## src/rtl/alu_wide_seq.sv

```systemverilog
// -----------------------------------------------------------------------------
// alu_wide_seq
//   Runs wide (4*NIBBLES-bit) arithmetic/logic operations on a shared 4-bit
//   combinational ALU, one nibble per clock, LSB nibble first. Carry/borrow
//   is chained between nibbles through the ALU carry_f/borrow_f inputs.
//
// Ports:
//   clk, rst_n                  clock, asynchronous active-low reset
//   req_valid/req_ready         request handshake
//   req_op, req_cin, req_a/b    operation, carry/borrow in (ADC/SBC), operands
//   rsp_valid/rsp_ready         response handshake
//   rsp_c, rsp_carry, rsp_zero  result, final carry/borrow, zero flag
//   alu_a/b/mode/carry_f/borrow_f  drive to the shared 4-bit ALU
//   alu_c, alu_flags            ALU result and flags ([0] carry, [1] borrow,
//                               [2] zero)
//   rsp_ovf                     signed overflow (only with ALU_WIDE_SEQ_OVF_EN)
//
// Optional feature macro: ALU_WIDE_SEQ_OVF_EN adds the rsp_ovf output.
// -----------------------------------------------------------------------------
module alu_wide_seq #(
    parameter int NIBBLES = 4,
    localparam int W = 4 * NIBBLES
) (
    input  logic         clk,
    input  logic         rst_n,
    input  logic         req_valid,
    output logic         req_ready,
    input  logic [2:0]   req_op,
    input  logic         req_cin,
    input  logic [W-1:0] req_a,
    input  logic [W-1:0] req_b,
    output logic         rsp_valid,
    input  logic         rsp_ready,
    output logic [W-1:0] rsp_c,
    output logic         rsp_carry,
    output logic         rsp_zero,
    output logic [3:0]   alu_a,
    output logic [3:0]   alu_b,
    output logic [3:0]   alu_mode,
    output logic         alu_carry_f,
    output logic         alu_borrow_f,
    input  logic [3:0]   alu_c,
    input  logic [3:0]   alu_flags
`ifdef ALU_WIDE_SEQ_OVF_EN
    ,
    output logic         rsp_ovf
`endif
);

    localparam int IDX_W = (NIBBLES > 1) ? $clog2(NIBBLES) : 1;

    localparam logic [2:0] OP_ADD = 3'b000;
    localparam logic [2:0] OP_ADC = 3'b001;
    localparam logic [2:0] OP_SUB = 3'b010;
    localparam logic [2:0] OP_SBC = 3'b011;
    localparam logic [2:0] OP_AND = 3'b100;
    localparam logic [2:0] OP_OR  = 3'b101;
    localparam logic [2:0] OP_XOR = 3'b110;
    localparam logic [2:0] OP_NOT = 3'b111;

    localparam logic [3:0] MODE_OFF = 4'b0000;
    localparam logic [3:0] MODE_ADD = 4'b0001;
    localparam logic [3:0] MODE_SUB = 4'b0011;
    localparam logic [3:0] MODE_AND = 4'b0110;
    localparam logic [3:0] MODE_OR  = 4'b0111;
    localparam logic [3:0] MODE_XOR = 4'b1001;
    localparam logic [3:0] MODE_NOT = 4'b1000;

    typedef enum logic [1:0] {
        ST_IDLE = 2'b00,
        ST_RUN  = 2'b01,
        ST_DONE = 2'b10
    } state_t;

    // Map a request opcode onto the ALU mode encoding.
    function automatic logic [3:0] op_to_mode(input logic [2:0] op);
        logic [3:0] mode;
        case (op)
            OP_ADD, OP_ADC: mode = MODE_ADD;
            OP_SUB, OP_SBC: mode = MODE_SUB;
            OP_AND:         mode = MODE_AND;
            OP_OR:          mode = MODE_OR;
            OP_XOR:         mode = MODE_XOR;
            OP_NOT:         mode = MODE_NOT;
            default:        mode = MODE_OFF;
        endcase
        return mode;
    endfunction

    state_t             state_q, state_d;
    logic [W-1:0]       a_q, a_d;
    logic [W-1:0]       b_q, b_d;
    logic [2:0]         op_q, op_d;
    logic [IDX_W-1:0]   idx_q, idx_d;
    logic               chain_q, chain_d;
    logic               zacc_q, zacc_d;
    logic [W-1:0]       res_q, res_d;
    logic               rsp_valid_q, rsp_valid_d;
    logic [W-1:0]       rsp_c_q, rsp_c_d;
    logic               rsp_carry_q, rsp_carry_d;
    logic               rsp_zero_q, rsp_zero_d;
    logic               rsp_ovf_q, rsp_ovf_d;

    logic [3:0]         run_mode_s;
    logic               last_nib_s;
    logic               zacc_next_s;
    logic               chain_next_s;

    assign run_mode_s = op_to_mode(op_q);
    assign last_nib_s = (idx_q == IDX_W'(NIBBLES - 1));

    // ALU drive: only active in RUN, quiet zeros otherwise.
    always_comb begin
        alu_a        = 4'h0;
        alu_b        = 4'h0;
        alu_mode     = MODE_OFF;
        alu_carry_f  = 1'b0;
        alu_borrow_f = 1'b0;
        if (state_q == ST_RUN) begin
            alu_a        = a_q[{idx_q, 2'b00} +: 4];
            alu_b        = b_q[{idx_q, 2'b00} +: 4];
            alu_mode     = run_mode_s;
            alu_carry_f  = (run_mode_s == MODE_ADD) ? chain_q : 1'b0;
            alu_borrow_f = (run_mode_s == MODE_SUB) ? chain_q : 1'b0;
        end else begin
            alu_a = 4'h0;
        end
    end

    // Chain/zero accumulation; only the flag belonging to the active mode is used.
    always_comb begin
        zacc_next_s = zacc_q & alu_flags[2];
        case (run_mode_s)
            MODE_ADD: chain_next_s = alu_flags[0];
            MODE_SUB: chain_next_s = alu_flags[1];
            default:  chain_next_s = 1'b0;
        endcase
    end

    // Next-state logic for the sequencer and response registers.
    always_comb begin
        state_d     = state_q;
        a_d         = a_q;
        b_d         = b_q;
        op_d        = op_q;
        idx_d       = idx_q;
        chain_d     = chain_q;
        zacc_d      = zacc_q;
        res_d       = res_q;
        rsp_valid_d = rsp_valid_q;
        rsp_c_d     = rsp_c_q;
        rsp_carry_d = rsp_carry_q;
        rsp_zero_d  = rsp_zero_q;
        rsp_ovf_d   = rsp_ovf_q;
        case (state_q)
            ST_IDLE: begin
                if (req_valid) begin
                    a_d     = req_a;
                    b_d     = req_b;
                    op_d    = req_op;
                    idx_d   = '0;
                    chain_d = ((req_op == OP_ADC) || (req_op == OP_SBC)) ? req_cin : 1'b0;
                    zacc_d  = 1'b1;
                    state_d = ST_RUN;
                end else begin
                    state_d = ST_IDLE;
                end
            end
            ST_RUN: begin
                res_d[{idx_q, 2'b00} +: 4] = alu_c;
                zacc_d  = zacc_next_s;
                chain_d = chain_next_s;
                if (last_nib_s) begin
                    state_d     = ST_DONE;
                    rsp_valid_d = 1'b1;
                    rsp_c_d     = res_d;
                    rsp_carry_d = chain_next_s;
                    rsp_zero_d  = zacc_next_s;
                    // Signed overflow judged from the operand sign bits and the top result nibble.
                    case (run_mode_s)
                        MODE_ADD: rsp_ovf_d = (a_q[W-1] == b_q[W-1]) & (alu_c[3] != a_q[W-1]);
                        MODE_SUB: rsp_ovf_d = (a_q[W-1] != b_q[W-1]) & (alu_c[3] != a_q[W-1]);
                        default:  rsp_ovf_d = 1'b0;
                    endcase
                end else begin
                    idx_d = idx_q + IDX_W'(1);
                end
            end
            ST_DONE: begin
                if (rsp_ready) begin
                    state_d     = ST_IDLE;
                    rsp_valid_d = 1'b0;
                end else begin
                    state_d = ST_DONE;
                end
            end
            default: begin
                state_d     = ST_IDLE;
                rsp_valid_d = 1'b0;
            end
        endcase
    end

    // State and datapath registers with asynchronous reset.
    always_ff @(posedge clk or negedge rst_n) begin
        if (!rst_n) begin
            state_q     <= ST_IDLE;
            a_q         <= '0;
            b_q         <= '0;
            op_q        <= 3'b000;
            idx_q       <= '0;
            chain_q     <= 1'b0;
            zacc_q      <= 1'b1;
            res_q       <= '0;
            rsp_valid_q <= 1'b0;
            rsp_c_q     <= '0;
            rsp_carry_q <= 1'b0;
            rsp_zero_q  <= 1'b0;
            rsp_ovf_q   <= 1'b0;
        end else begin
            state_q     <= state_d;
            a_q         <= a_d;
            b_q         <= b_d;
            op_q        <= op_d;
            idx_q       <= idx_d;
            chain_q     <= chain_d;
            zacc_q      <= zacc_d;
            res_q       <= res_d;
            rsp_valid_q <= rsp_valid_d;
            rsp_c_q     <= rsp_c_d;
            rsp_carry_q <= rsp_carry_d;
            rsp_zero_q  <= rsp_zero_d;
            rsp_ovf_q   <= rsp_ovf_d;
        end
    end

    assign req_ready = (state_q == ST_IDLE);
    assign rsp_valid = rsp_valid_q;
    assign rsp_c     = rsp_c_q;
    assign rsp_carry = rsp_carry_q;
    assign rsp_zero  = rsp_zero_q;

`ifdef ALU_WIDE_SEQ_OVF_EN
    assign rsp_ovf = rsp_ovf_q;
`else
    // Overflow register is unused in this build.
    logic unused_ovf_s;
    assign unused_ovf_s = rsp_ovf_q;
`endif

endmodule

```

## config.mk

```make
export PLATFORM = sky130hd
export DESIGN_NAME = alu_wide_seq
export DESIGN_NICKNAME = d
export VERILOG_FILES = /design/src/rtl/alu_wide_seq.sv
export SDC_FILE = /design/constraint.sdc
export NUM_CORES = 1
export LEC_CHECK = 0
export CAP_MARGIN = 0
export CORE_MARGIN = 2
export CORE_UTILIZATION = 38
export DETAILED_ROUTE_END_ITERATION = 8
export PLACE_DENSITY = 0.68
export SYNTH_ARGS = -nofsm -noshare
export SYNTH_HDL_FRONTEND = slang
export SYNTH_SLANG_ARGS = --single-unit
```

## constraint.sdc

```tcl
create_clock -name clk -period 2.2 [get_ports clk]
set_input_delay 0.44 -clock clk [delete_from_list [all_inputs] [get_ports clk]]
set_output_delay 0.44 -clock clk [all_outputs]
set_load 0.02 [all_outputs]
```

Yosys cells after proc, flatten, opt, wreduce, memory -nomap -nowiden
Memories as Yosys holds them, arrays and structs flattened.
Index checks and enable logic that the tools add are counted.
Widths: inputs -> output; s select.
{"block": "word_totals", "reg_bits": 76, "romBits": 32, "input_bits": 48, "output_inout_bits": 34, "elab_cells": 64, "memories": 1}
{"name": "(no name shown)", "words": 8, "word_bits": 4, "read_ports": 1, "rd_clocked_by_memory_dff": 0, "write_ports": 0, "line_no": "78", "source": "case (op)"}
{"block": "classes", "addsub": 2, "n_eq_ne": 11, "shifts": 4, "muxes": 24, "n_bitwise": 2, "n_reduce_logical": 8}
{"cell": "$shiftx 16x5->4", "n": 2}
{"cell": "$bwmux 16", "n": 1}
{"cell": "$shift 4x6->16 const A", "n": 1}
{"cell": "$shiftx 4x6->16", "n": 1}
{"cell": "$mux 4", "n": 3}
{"cell": "$mux 1", "n": 10}
{"cell": "$mux 2", "n": 4}
{"cell": "$ne 2x2->1 const B", "n": 4}
{"cell": "$neg 4->6", "n": 1}
{"cell": "$pmux 1 s2", "n": 3}
{"cell": "$pmux 2 s3", "n": 1}
{"cell": "$reduce_and 2->1", "n": 3}
{"cell": "$reduce_and 3->1", "n": 2}
{"cell": "$eq 2x2->1 const B", "n": 2}
{"cell": "$eq 4x1->1 const B", "n": 1}
{"cell": "$eq 4x2->1 const B", "n": 1}
{"cell": "$pmux 2 s2", "n": 1}
{"cell": "$eq 3x1->1 const B", "n": 1}
{"cell": "$eq 3x2->1 const B", "n": 1}
{"cell": "$pmux 1 s3", "n": 1}
{"cell": "$add 2x1->2 const B", "n": 1}
{"cell": "$eq 2x1->1 const B", "n": 1}
{"cell": "$logic_not 2->1", "n": 1}
{"cell": "$reduce_bool 2->1", "n": 1}
{"cell": "other kinds (3)", "n": 3}

Logic depth before layout (Yosys ltp)
{"block": "depth", "ltp_word": 5, "mapped_depth": 6, "ltp_nobuf": 5}

Worst setup path after synthesis
Ideal clock, no wire load.
{"block": "synth_timing", "path_kind": "flip-flop to flip-flop", "start": "register idx_q[1]", "end": "register res_q[0]", "setup_ns": 0.121, "arrival_time_ns": 1.837, "required_time_ns": 2.079, "slack_ns": 0.242, "stages_incl_launch_ff": 7, "n_path_buf": 1, "period_less_slack_ns": 1.958, "cell_sequence": "dfrtp_1 -> clkbuf_1 -> inv_1 -> ha_1 -> and4bb_2 -> and2_1 -> a22o_1"}
{"block": "synth_via", "elab_chain_cells": 3, "word_cells_on_any_way": 4, "cone_classes": "add/sub (1); shift (2); mux (1)"}
{"item": "start: declaration", "line_no": "94", "source": "logic [IDX_W-1:0] idx_q, idx_d;"}
{"item": "start signal: assignment", "line_no": "225", "source": "idx_q <= idx_d;"}
{"item": "$neg 4->6 (*)", "line_no": "170", "source": "res_d[{idx_q, 2'b00} +: 4] = alu_c;"}
{"item": "$shiftx 4x6->16 / $shift 4x6->16 (equally long branches)", "line_no": "170"}
{"item": "$bwmux 16 (*)", "line_no": "170"}
{"item": "end signal: assignment", "line_no": "228", "source": "res_q <= res_d;"}
{"item": "end: declaration", "line_no": "97", "source": "logic [W-1:0] res_q, res_d;"}
Mark *: on every way between the ends. The rest lies on a longest branch, timed or not.
A chain may end at the register's enable or synchronous reset.

Worst setup path after layout
{"block": "layout_timing", "start": "register idx_q[0]", "end": "output alu_a[0]"}
{"block": "layout_via", "elab_chain_cells": 2}
{"item": "$shiftx 16x5->4", "line_no": "120", "source": "alu_a = a_q[{idx_q, 2'b00} +: 4];"}
{"item": "$mux 4", "line_no": "119", "source": "if (state_q == ST_RUN) begin"}
{"item": "end: declaration", "line_no": "37", "source": "output logic [3:0] alu_a,"}
Every way passes these cells.

==> results.sh <==
export IMPL_setup_ws_ns=-0.008838
export IMPL_whs_ns=0.03333
export IMPL_grt_overflow=0
export IMPL_antenna_cells=0
export IMPL_path_buf_inv=3
export IMPL_htree_levels=3
export IMPL_fin_skew_ns=0.01299
export IMPL_wl_per_cell_microns=14.99
export IMPL_ant_nets=0
export IMPL_design_die_area_sq_um=9575
export IMPL_final_min_clock_period_ns=2.209
export IMPL_reg2reg_from="idx_q[0]$_DFFE_PN0P_"
export IMPL_core_sq_um=8636
export IMPL_p_per_area_nw_per_um2=1454
export IMPL_crit_path_end_kind="output port"
export IMPL_insertion_delay_ns=0.34
export IMPL_synth_area_leaders="dfrtp_1, mux2_2, mux4_2"
export IMPL_rows=34
export IMPL_p_switching_w=0.002370
export IMPL_slew_violations=0
export IMPL_max_cap_violations=0
export IMPL_post_route_period_util_pct=100.4
export IMPL_required_ns=1.76
export IMPL_p_seq_share_pct=34.5
export IMPL_die_h_microns=97.85
export IMPL_synth_distinct_cells=39
export IMPL_worstMarginPinSlew_ns=0.4349
export IMPL_slowest_stage="mux4_2"
export IMPL_initial_core_util_pct=38.76
export IMPL_critPathTopFamily="multiplexers"
export IMPL_synthesis_area_sq_um=3347
export IMPL_grt_antenna_before_repair=0
export IMPL_fmax_ghz=0.4527
export IMPL_status="complete, but fails checks"
export IMPL_synth_area_per_cell_sq_um=12.92
export IMPL_post_dp_hpwl_microns=5193
export IMPL_ctsLongestPathBuffers=2
export IMPL_syn_num_nets=316
export IMPL_power_frac_clock_pct=13.2
export IMPL_gr_usage_all_layers_pct=15.67
export IMPL_grt_max_degree=42
export IMPL_setup_worst_path_class="flop to output port"
export IMPL_tns_ns=-0.01104
export IMPL_clk_pin_slew_ns=0.07
export IMPL_cts_tree="built"
export IMPL_p_sw_share_pct=35.75
export IMPL_fillCellCount=766
export IMPL_drt_iter0_drc=65
export IMPL_layout_area_seq_sq_um=1803
export IMPL_synth_top_area_cell="dfrtp_1"
export IMPL_grt_pass1_wl_microns=12010
export IMPL_drc=0
export IMPL_cts_sinks=72
export IMPL_ctsHoldBuffers=0
export IMPL_routed_wl_microns=7091
export IMPL_vias=2359
export IMPL_rsz0062_at_grt="true"
export IMPL_violations="negative setup slack"
export IMPL_ys_ff_latch=72
export IMPL_crit_chain="buf_12 > buf_4 > mux4_2 > and2_1 > buf_2"
export IMPL_path_max_fanout=7
export IMPL_gp_congestion=0.8096
export IMPL_drive_gt1_share_pct=26.30
export IMPL_slew_headroom_pct=70.95
export IMPL_ys_warn_count=0
export IMPL_port_buffers=80
export IMPL_finalHoldViolCount=0
export IMPL_combPwrFrac_pct=52.3
export IMPL_first_pass_iters=4
export IMPL_worstHoldPathType="input pin to async pin"
export IMPL_ios=82
export IMPL_intPower_w=0.004259
export IMPL_fin_nets=417
export IMPL_crit_start="idx_q[0]$_DFFE_PN0P_"
export IMPL_grt_pass1_vias=2450
export IMPL_cts_root_buf="clkbuf_8"
export IMPL_syn2layout_area_growth_pct=36.19
export IMPL_chipWidth_microns=97.85
export IMPL_ys_seq_area_share_pct=53.87
export IMPL_critPathMaxStageDelay_ns=0.47
export IMPL_multi_input_area_sq_um=1445
export IMPL_numCtsBuffers=9
export IMPL_ir_drop_uv=736.2
export IMPL_synth_edf_count=0
export IMPL_power_leakage_nw=2.008
export IMPL_synth_ff_type="dfrtp_1"
export IMPL_synth_top_area_share_pct=53.08
export IMPL_setup_viol=2
export IMPL_arrival_ns=1.77
export IMPL_async_flop_share_pct=100.0
export IMPL_viasPerCell=4.987
export IMPL_synthCells=259
export IMPL_start_kind="flop"
per-stage QoR:
| stage | instances | instance area (sq um) | power, W | util (%) | setup WS (ns) |
|---|---|---|---|---|---|
| 2_1_floorplan | 259 | 3347 | 0.004382 | - | 0.2419 |
| 3_5_place_dp | 450 | 4349 | 0.005709 | 50.36 | 0.01872 |
| 4_1_cts | 468 | 4481 | 0.006488 | 51.88 | -0.06228 |
| 3_3_place_gp | 450 | 4349 | 0.005619 | 50.36 | 0.03947 |
| 6_report | 473 | 4558 | 0.006628 | 52.78 | -0.008838 |
| 5_1_grt | 473 | 4558 | 0.007118 | 52.78 | -0.07849 |
kinds of logic after synthesis:
logic type | after synthesis | share of synthesized area [%]
flip-flops | 72 | 53.87
AND/OR/NAND/NOR | 65 | 12.22
AO/OA/AOI/OAI | 51 | 10.13
multiplexers | 42 | 16.82
buffers and inverters | 19 | 3.327
adder cells (fa/ha/maj) | 9 | 3.365
XOR/XNOR | 1 | 0.2617
power groups by stage:
| stage | Clock [W] | Combinational [W] | Sequential (W) |
|---|---|---|---|
| 6_report | 0.000875 | 0.00347 | 0.00228 |
| 5_1_grt | 0.000979 | 0.00376 | 0.00238 |
| 4_1_cts | 0.000910 | 0.00328 | 0.00229 |
| 3_5_place_dp | 0 | 0.00339 | 0.00232 |
| 3_3_place_gp | 0 | 0.00333 | 0.00229 |
| 2_1_floorplan | 0 | 0.00201 | 0.00237 |
final cells by class:
class,count,share of cell area (%)
clock inverter,4,0.4941
clock buffer,12,2.965
sequential,72,39.56
multi-input combinational,168,31.70
tap,108,2.965
timing repair buffer,103,21.82
inverter,6,0.4941
metal layers:
layer  track usage (%)  wire, microns  up-vias
li1                  -              -     1134
met1             20.37           3142     1147
met2             24.82           3374       70
met3             5.297            488        8
met4             5.128             85        0
met5                 0              0        -
registers in the layout (all words and copies together) (netlist names):
name       cells
a_q           16
b_q           16
chain_q        1
idx_q          2
op_q           3
res_q         12
rsp_c         16
rsp_carry      1
rsp_valid      1
rsp_zero       1
state_q        2
zacc_q         1
cell usage in the layout, fill, tap and decap left out, types with 3 or more instances in the layout:
cell             count
buf_6                5
nor2b_1             11
nand2_1             22
clkbuf_8             9
inv_1                6
and2_1               8
and2_4               6
a22o_1              12
mux2_2              32
mux4_2               8
a21oi_1             14
clkbuf_1             3
nor2_1               4
buf_12               3
o21ai_0             15
dlygate4sd2_1        6
ha_1                 9
clkinv_2             3
clkdlybuf4s50_1     65
buf_4               22
dfrtp_1             71
final timing paths:
| path | to | slack, ns | cells after the start |
|---|---|---|---|
| setup / recovery | alu_a[0] | -0.009 | 5 |
| hold / removal | rsp_c[1]$_DFFE_PN0P_ | 0.03 | 1 |
| setup reg to reg | res_q[0]$_DFFE_PN0P_ | 0.11 | 8 |
| hold reg to reg | rsp_zero$_DFFE_PN0P_ | 0.48 | 2 |
| max in group asynchronous | rsp_c[0]$_DFFE_PN0P_ | 1.55 | 2 |
| min in group clk | rsp_zero$_DFFE_PN0P_ | 0.48 | 2 |
repair_timing:
item	4_1_cts	5_1_grt
pin swaps	0	4
setup buffers	2	5
gates resized for setup	37	17
endpoints found under the setup margin	14	5
worst register-to-register path: stages, from the launching register on:
cell and delay [ns]:
dfrtp_1 0.41, buf_4 0.14, buf_4 0.13, buf_4 0.15
inv_1 0.15, ha_1 0.30, and4bb_2 0.38, and2_1 0.21
a22o_1 0.16
synthesized netlist by cell type (4+ instances only):
master     n
o21ai_0   15
dfrtp_1   71
nor2b_1   11
a21oi_1   14
nor2_1     4
inv_1      6
and2_1    13
clkbuf_1   5
mux4_2     8
ha_1       9
a22o_1    12
buf_6      4
mux2_2    32
nand2_1   22
Power figures use the tool's default switching activity.
